## src/rtl/prince_sbox_cms_layer.sv

```systemverilog
// prince_sbox_cms_layer
// First-order CMS-masked PRINCE S-box layer: NIBBLES parallel 4-bit S-boxes,
// two input shares in, two output shares out, two register stages
// (expansion/refresh, then compression) behind a valid/ready stream interface.
// Optional feature macro: PRINCE_SBOX_INV_EN adds an 'inv' input that selects
// the inverse S-box per beat.
module prince_sbox_cms_layer #(
    parameter int NIBBLES = 16
) (
    input  logic                   clk,
    input  logic                   rst_n,
    input  logic                   in_valid,
    output logic                   in_ready,
    input  logic [4*NIBBLES-1:0]   in_sh0,
    input  logic [4*NIBBLES-1:0]   in_sh1,
    input  logic [28*NIBBLES-1:0]  rand_in,
`ifdef PRINCE_SBOX_INV_EN
    input  logic                   inv,
`endif
    output logic                   out_valid,
    input  logic                   out_ready,
    output logic [4*NIBBLES-1:0]   out_sh0,
    output logic [4*NIBBLES-1:0]   out_sh1
);

    localparam int NB  = 4 * NIBBLES;
    localparam int NSH = 8 * NB;

    // Truth tables, nibble x holds S(x)
    localparam logic [63:0] SBOX_FWD = 64'h4D5E_0876_19CA_23FB;
`ifdef PRINCE_SBOX_INV_EN
    localparam logic [63:0] SBOX_INV = 64'h1CE5_046A_98DF_237B;
`endif

    // Algebraic normal form of output bit j (Moebius transform of its truth table)
    function automatic logic [15:0] anf_of(input logic [63:0] tbl, input int j);
        logic [15:0] a;
        for (int x = 0; x < 16; x++) a[x] = tbl[4*x+j];
        for (int i = 0; i < 4; i++)
            for (int x = 0; x < 16; x++)
                if ((x & (1 << i)) != 0) a[x] = a[x] ^ a[x ^ (1 << i)];
        return a;
    endfunction

    // One CMS share t = {a,b,c} of a cubic function given by its ANF.
    // x0, x1, x2 sit on index positions a, b, c; x3 takes the first position
    // left free by the other variables of the monomial. A monomial lands in
    // share t only if t is zero on every position the monomial leaves unused,
    // so summing all 8 shares rebuilds each monomial exactly once.
    function automatic logic cms_share(input logic [15:0] anf, input logic [3:0] s0,
                                       input logic [3:0] s1, input logic [2:0] t);
        logic       acc;
        logic       prod;
        logic       found;
        logic [2:0] used;
        logic [3:0] m;
        int         p3;
        acc = 1'b0;
        for (int mi = 0; mi < 16; mi++) begin
            m     = 4'(mi);
            used  = {m[0], m[1], m[2]};
            p3    = 0;
            found = 1'b0;
            if (m[3]) begin
                for (int p = 2; p >= 0; p--) begin
                    if (!used[p] && !found) begin
                        p3    = p;
                        found = 1'b1;
                    end
                end
                if (found) used[p3] = 1'b1;
            end
            prod = 1'b1;
            for (int v = 0; v < 3; v++)
                if (m[v]) prod = prod & (t[2-v] ? s1[v] : s0[v]);
            if (m[3] && found) prod = prod & (t[p3] ? s1[3] : s0[3]);
            if (anf[mi] && ((t & ~used) == 3'b000) && !(m[3] && !found))
                acc = acc ^ prod;
        end
        return acc;
    endfunction

    logic [NSH-1:0] share_next;
    logic [NSH-1:0] share_reg;
    logic [NB-1:0]  comp0_next;
    logic [NB-1:0]  comp1_next;
    logic [NB-1:0]  out0_reg;
    logic [NB-1:0]  out1_reg;
    logic           v1_reg;
    logic           v2_reg;
    logic           adv1;
    logic           adv2;

    assign adv2      = !v2_reg || out_ready;
    assign adv1      = adv2 || !v1_reg;
    assign in_ready  = adv1;
    assign out_valid = v2_reg;
    assign out_sh0   = out0_reg;
    assign out_sh1   = out1_reg;

    genvar gi, gj, gk;
    generate
        for (gi = 0; gi < NIBBLES; gi++) begin : g_nib
            for (gj = 0; gj < 4; gj++) begin : g_bit
                localparam logic [15:0] ANF_F = anf_of(SBOX_FWD, gj);
`ifdef PRINCE_SBOX_INV_EN
                localparam logic [15:0] ANF_I = anf_of(SBOX_INV, gj);
`endif
                localparam int BASE = (gi*4 + gj) * 8;
                localparam int RB   = gi*28 + gj*7;
                for (gk = 0; gk < 8; gk++) begin : g_sh
                    logic mask_bit;
                    logic raw_bit;
                    // Last mask closes the sum of masks to zero
                    if (gk < 7) begin : g_fresh
                        assign mask_bit = rand_in[RB + gk];
                    end else begin : g_close
                        assign mask_bit = ^rand_in[RB +: 7];
                    end
`ifdef PRINCE_SBOX_INV_EN
                    assign raw_bit = inv ? cms_share(ANF_I, in_sh0[4*gi +: 4], in_sh1[4*gi +: 4], 3'(gk))
                                         : cms_share(ANF_F, in_sh0[4*gi +: 4], in_sh1[4*gi +: 4], 3'(gk));
`else
                    assign raw_bit = cms_share(ANF_F, in_sh0[4*gi +: 4], in_sh1[4*gi +: 4], 3'(gk));
`endif
                    assign share_next[BASE + gk] = raw_bit ^ mask_bit;
                end
                // Compression reads registered shares only: a=0 half and a=1 half
                assign comp0_next[gi*4 + gj] = ^share_reg[BASE +: 4];
                assign comp1_next[gi*4 + gj] = ^share_reg[BASE + 4 +: 4];
            end
        end
    endgenerate

    // Stage 1: capture masked expanded shares of an accepted beat
    always_ff @(posedge clk or negedge rst_n) begin
        if (!rst_n) begin
            v1_reg    <= 1'b0;
            share_reg <= '0;
        end else if (adv1) begin
            v1_reg <= in_valid;
            if (in_valid) share_reg <= share_next;
        end
    end

    // Stage 2: compress into the output share registers when the slot frees up
    always_ff @(posedge clk or negedge rst_n) begin
        if (!rst_n) begin
            v2_reg   <= 1'b0;
            out0_reg <= '0;
            out1_reg <= '0;
        end else if (adv2) begin
            v2_reg <= v1_reg;
            if (v1_reg) begin
                out0_reg <= comp0_next;
                out1_reg <= comp1_next;
            end
        end
    end

endmodule

```

## config.mk

```make
export PLATFORM = sky130hd
export DESIGN_NAME = prince_sbox_cms_layer
export DESIGN_NICKNAME = d
export VERILOG_FILES = /design/src/rtl/prince_sbox_cms_layer.sv
export SDC_FILE = /design/constraint.sdc
export NUM_CORES = 2
export LEC_CHECK = 0
export CORE_MARGIN = 10
export CORE_UTILIZATION = 55
export DETAILED_ROUTE_END_ITERATION = 8
export DONT_BUFFER_PORTS = 1
export GPL_ROUTABILITY_DRIVEN = 0
export PLACE_DENSITY_LB_ADDON = 0.3
export SETUP_SLACK_MARGIN = 0.05
export SYNTH_ARGS = -nofsm -noshare
export SYNTH_HDL_FRONTEND = slang
export SYNTH_SLANG_ARGS = --single-unit
```

## constraint.sdc

```tcl
create_clock -name clk -period 3.2 [get_ports clk]
set_clock_uncertainty 0.15 [all_clocks]
set_input_delay 0.64 -clock clk [delete_from_list [all_inputs] [get_ports clk]]
set_output_delay 0.64 -clock clk [all_outputs]
set_load 0.01 [all_outputs]
```

==> parameters.txt <==
Parameter                              Value

Critical path
  CP Data Arrival Time ... 2.47 ns
  Critical register-to-register path endpoint ... share_reg[200]
  Path depth of the worst reg2reg path ... 4
  Start-to-end type of the worst setup path ... reg -> reg
  CP Max Fanout ... 168
  Reg-to-reg startpoint ... out_valid
  Worst Setup End Kind ... flop
  Register-to-Register Setup Slack ... 1.03 ns
  Startpoint type of the worst setup path ... flop
  Req. time, crit path ... 3.49 ns

Floorplan
  Die outline width ... 304 µm
  Die height ... 304 µm
  Core area ... 79400 µm²
  Ports placed on the boundary ... 710
  Starting utilization of the core area ... 0.557
  Std-Cell Rows ... 103
  Die area ... 92200 µm²

STA
  Fmax ... 460 MHz
  Rel. slew slack ... -0.322
  Shortest clock period the worst path allows after layout ... 2.17 ns
  Slew Viols, Final ... 387
  Setup repair after global routing missed its margin ... false
  Setup TNS after final layout ... 0 ns
  Post-layout worst setup margin ... 1.03 ns
  Worst hold slack ... -0.420 ns
  Actual slew at the worst max-slew pin ... 1.98 ns
  Final clock period utilization by the worst path ... 0.679
  Final hold violation count ... 442
  Final setup violation count ... 0

Detailed routing
  Average via count per standard cell ... 5.56
  Vias after detailed routing ... 33600
  Initial detailed-routing violation count ... 2295
  Routed Wire Length ... 119000 µm
  Detail-routed net length per standard cell ... 19.7 µm
  Drc violations ... 0
  Post-route ant nets ... 0
  Pre-antenna DRT Iters ... 5

Synth
  Top cell types by occurrence after synthesis ... sky130_fd_sc_hd__xnor2_1, sky130_fd_sc_hd__nand2_1, sky130_fd_sc_hd__o21ai_0
  Cell type contributing the most total cell area after synthesis ... sky130_fd_sc_hd__dfrtp_1
  Count of synthesis-stage warnings from yosys ... 0
  Count of mapped cells out of synthesis ... 5177
  Post-Syn Area per Cell ... 8.55 µm²
  Dominant synthesized flop cell ... sky130_fd_sc_hd__dfrtp_1
  Mapped Nets ... 5757
  Number of enable-type register cells in the synthesized netlist ... 0
  Most frequently used cell type in the post-synthesis netlist ... sky130_fd_sc_hd__xnor2_1
  Seq cells post-synth ... 642
  Top cell type's share of synthesized area ... 0.363
  Synth cell types ... 54
  Mapped Area ... 44200 µm²
  Share of synthesized flip-flops with an asynchronous set or reset ... 1.00
  Largest cells by area after synthesis ... sky130_fd_sc_hd__dfrtp_1, sky130_fd_sc_hd__xnor2_1, sky130_fd_sc_hd__o21ai_0
  Portion of the post-synthesis area used by sequential elements ... 0.363

Run status
  Result of the run ... finished, violations left
  Failing checks ... negative hold slack, max-slew violations

Clock tree
  Setup Buffers After CTS ... 0
  CTS tree ... built
  Hold_buf cts ... 1
  Clock latency reported for the late side of the worst-skew pair ... 0.61 ns
  Largest buffer count on any clock path ... 3
  Clock Sink Count ... 642
  Resized cells post-CTS ... 0
  Clock buffer count from CTS ... 74
  CTS HTree Levels ... 3
  Clock root buffer ... sky130_fd_sc_hd__clkbuf_16
  Register clock-pin slew on the reported worst setup and hold paths ... 0.06 ns

Pwr
  Part of the power in combinational logic ... 0.257
  IR drop worst, VDD ... 0.398 mV
  Cell internal power dissipation ... 0.0191 W
  Switching power as a share of total power ... 0.323
  Power per cell area ... 611 nW/µm²
  Share of power burned in registers ... 0.438
  Reported net switching power ... 0.00914 W
  Pleak ... 18.2 nW
  Fraction of power consumed by the clock network ... 0.305

Placement
  Buffers on Ports ... 0
  Instance count after placement with tap cells included ... 5901
  Detailed placer's ending HPWL ... 89700 µm
  Post-place setup slack ... 0.844 ns
  Post-DP Area ... 43800 µm²

Cells and area
  Area of the multi-input gates ... 25800 µm²
  Sequential standard cell area ... 16100 µm²
  Largest register FFs ... 512
  Final-stage net count ... 5508
  Post-layout instance count excluding filler cells ... 6034
  Syn-to-layout area delta ... 4.59%
  Fill count ... 7083
  Fraction of final layout cells sized beyond drive strength 1 ... 0.0419
  Finished layout cell area ... 46300 µm²

GRT
  Number of antenna violations at the first check in global routing ... 2
  Wire length of the first global-routing pass ... 186000 µm
  Pin count of the biggest net entering global routing ... 643
  Vias in the first global route ... 32400
  Total routing resource utilization after global routing ... 0.248
  Overflow after GRT ... 0

Hold path
  Worst hold path class ... in -> async

Run
  Number of maximum-capacitance violations ... 0
==> worst max-delay path by stage <==
| stage | cells past startpoint | endpoint | start |
|---|---|---|---|
| CTS | 5 | share_reg[106] | out_valid |
| detailed placement | 5 | share_reg[119] | out_ready |
| global placement | 5 | share_reg[146] | out_ready |
| global route | 4 | share_reg[160] | out_valid |
| finish | 4 | share_reg[200] | out_valid |
| floorplan | 6 | share_reg[22] | in_sh0[2] |
==> cells in the final DEF, fill, tap and decap left out, types with 6 or more instances in the layout <==
cell | netlist | layout
sky130_fd_sc_hd__xnor2_1 | 979 | 979
sky130_fd_sc_hd__nand2_1 | 943 | 942
sky130_fd_sc_hd__o21ai_0 | 721 | 721
sky130_fd_sc_hd__dfrtp_1 | 642 | 642
sky130_fd_sc_hd__xor2_1 | 400 | 400
sky130_fd_sc_hd__a21oi_1 | 223 | 223
sky130_fd_sc_hd__nor2_1 | 120 | 120
sky130_fd_sc_hd__o21ai_1 | 119 | 119
sky130_fd_sc_hd__clkbuf_16 | 0 | 75
sky130_fd_sc_hd__nand2b_1 | 74 | 74
sky130_fd_sc_hd__nor2b_1 | 63 | 63
sky130_fd_sc_hd__inv_1 | 63 | 63
sky130_fd_sc_hd__nand3_1 | 61 | 61
sky130_fd_sc_hd__o22ai_1 | 43 | 43
sky130_fd_sc_hd__and2_1 | 31 | 31
sky130_fd_sc_hd__nor3_1 | 31 | 31
sky130_fd_sc_hd__o221ai_1 | 28 | 28
sky130_fd_sc_hd__o21a_1 | 28 | 28
sky130_fd_sc_hd__a22oi_1 | 20 | 20
sky130_fd_sc_hd__and3_1 | 19 | 19
sky130_fd_sc_hd__mux2i_1 | 19 | 19
sky130_fd_sc_hd__mux2_2 | 16 | 16
sky130_fd_sc_hd__o211ai_1 | 16 | 16
sky130_fd_sc_hd__a2bb2oi_1 | 15 | 15
sky130_fd_sc_hd__and2b_1 | 15 | 15
sky130_fd_sc_hd__or2_2 | 15 | 15
sky130_fd_sc_hd__clkinv_2 | 0 | 15
sky130_fd_sc_hd__a32oi_1 | 14 | 14
sky130_fd_sc_hd__o31ai_1 | 14 | 14
sky130_fd_sc_hd__a21bo_2 | 14 | 14
sky130_fd_sc_hd__nor3b_1 | 13 | 13
sky130_fd_sc_hd__clkbuf_1 | 67 | 13
sky130_fd_sc_hd__buf_4 | 53 | 13
sky130_fd_sc_hd__maj3_2 | 12 | 12
sky130_fd_sc_hd__o22a_1 | 12 | 12
sky130_fd_sc_hd__buf_12 | 0 | 12
sky130_fd_sc_hd__clkbuf_8 | 0 | 9
sky130_fd_sc_hd__bufinv_16 | 0 | 7
sky130_fd_sc_hd__a211oi_1 | 6 | 6
==> through the flow <==
| stage | power [W] | utilization |
|---|---|---|
| final | 0.0283 | 0.583 |
| after global routing | 0.0300 | 0.583 |
| after CTS | 0.0286 | 0.583 |
| after detailed placement | 0.0199 | 0.552 |
| after global placement | 0.0196 | 0.552 |
| after floorplan | 0.0184 | - |
==> kinds of logic (layout without fill, tap and decap cells) <==
group,Yosys count,after routing,synth area share
other cells,0,1,0
fa+ha+maj,15,15,0.00373
buf+inv,414,220,0.0535
xor+xnor,1380,1380,0.273
compound gates,1299,1299,0.162
mux,35,35,0.00837
simple gates,1392,1392,0.136
flops,642,642,0.363
==> layout make-up <==
cell class,instances,area share
Multi-Input combinational cell,4121,0.558
Sequential cell,642,0.347
Clock buffer,97,0.0443
Tap cell,1050,0.0284
Clock inverter,34,0.00925
Timing Repair Buffer,26,0.00752
Inverter,63,0.00511
Antenna cell,1,0.0000541
==> power groups by stage <==
stage	Sequential [W]	Combinational [W]	Clock (W)
after floorplan	0.0118	0.00656	0
after global placement	0.0125	0.00708	0
after detailed placement	0.0126	0.00730	0
after CTS	0.0124	0.00735	0.00881
after global routing	0.0126	0.00823	0.00916
final	0.0124	0.00727	0.00863
==> per-layer routing <==
metal  part of all wire  vias up  GRT usage
met4              0.038        2     0.0908
met2               0.48     1087      0.413
li1                   -    16600          -
met5            0.00015        -          0
met1               0.39    15700      0.295
met3              0.091      225     0.0802
==> critical path, stage by stage (launching register included) <==
cell                       delay (ns)
sky130_fd_sc_hd__dfrtp_1         0.47
sky130_fd_sc_hd__nand3b_4        0.22
sky130_fd_sc_hd__nand2_8         0.33
sky130_fd_sc_hd__buf_12          0.49
sky130_fd_sc_hd__o21ai_0         0.22
No activity file was read; power rests on OpenSTA's default activity.
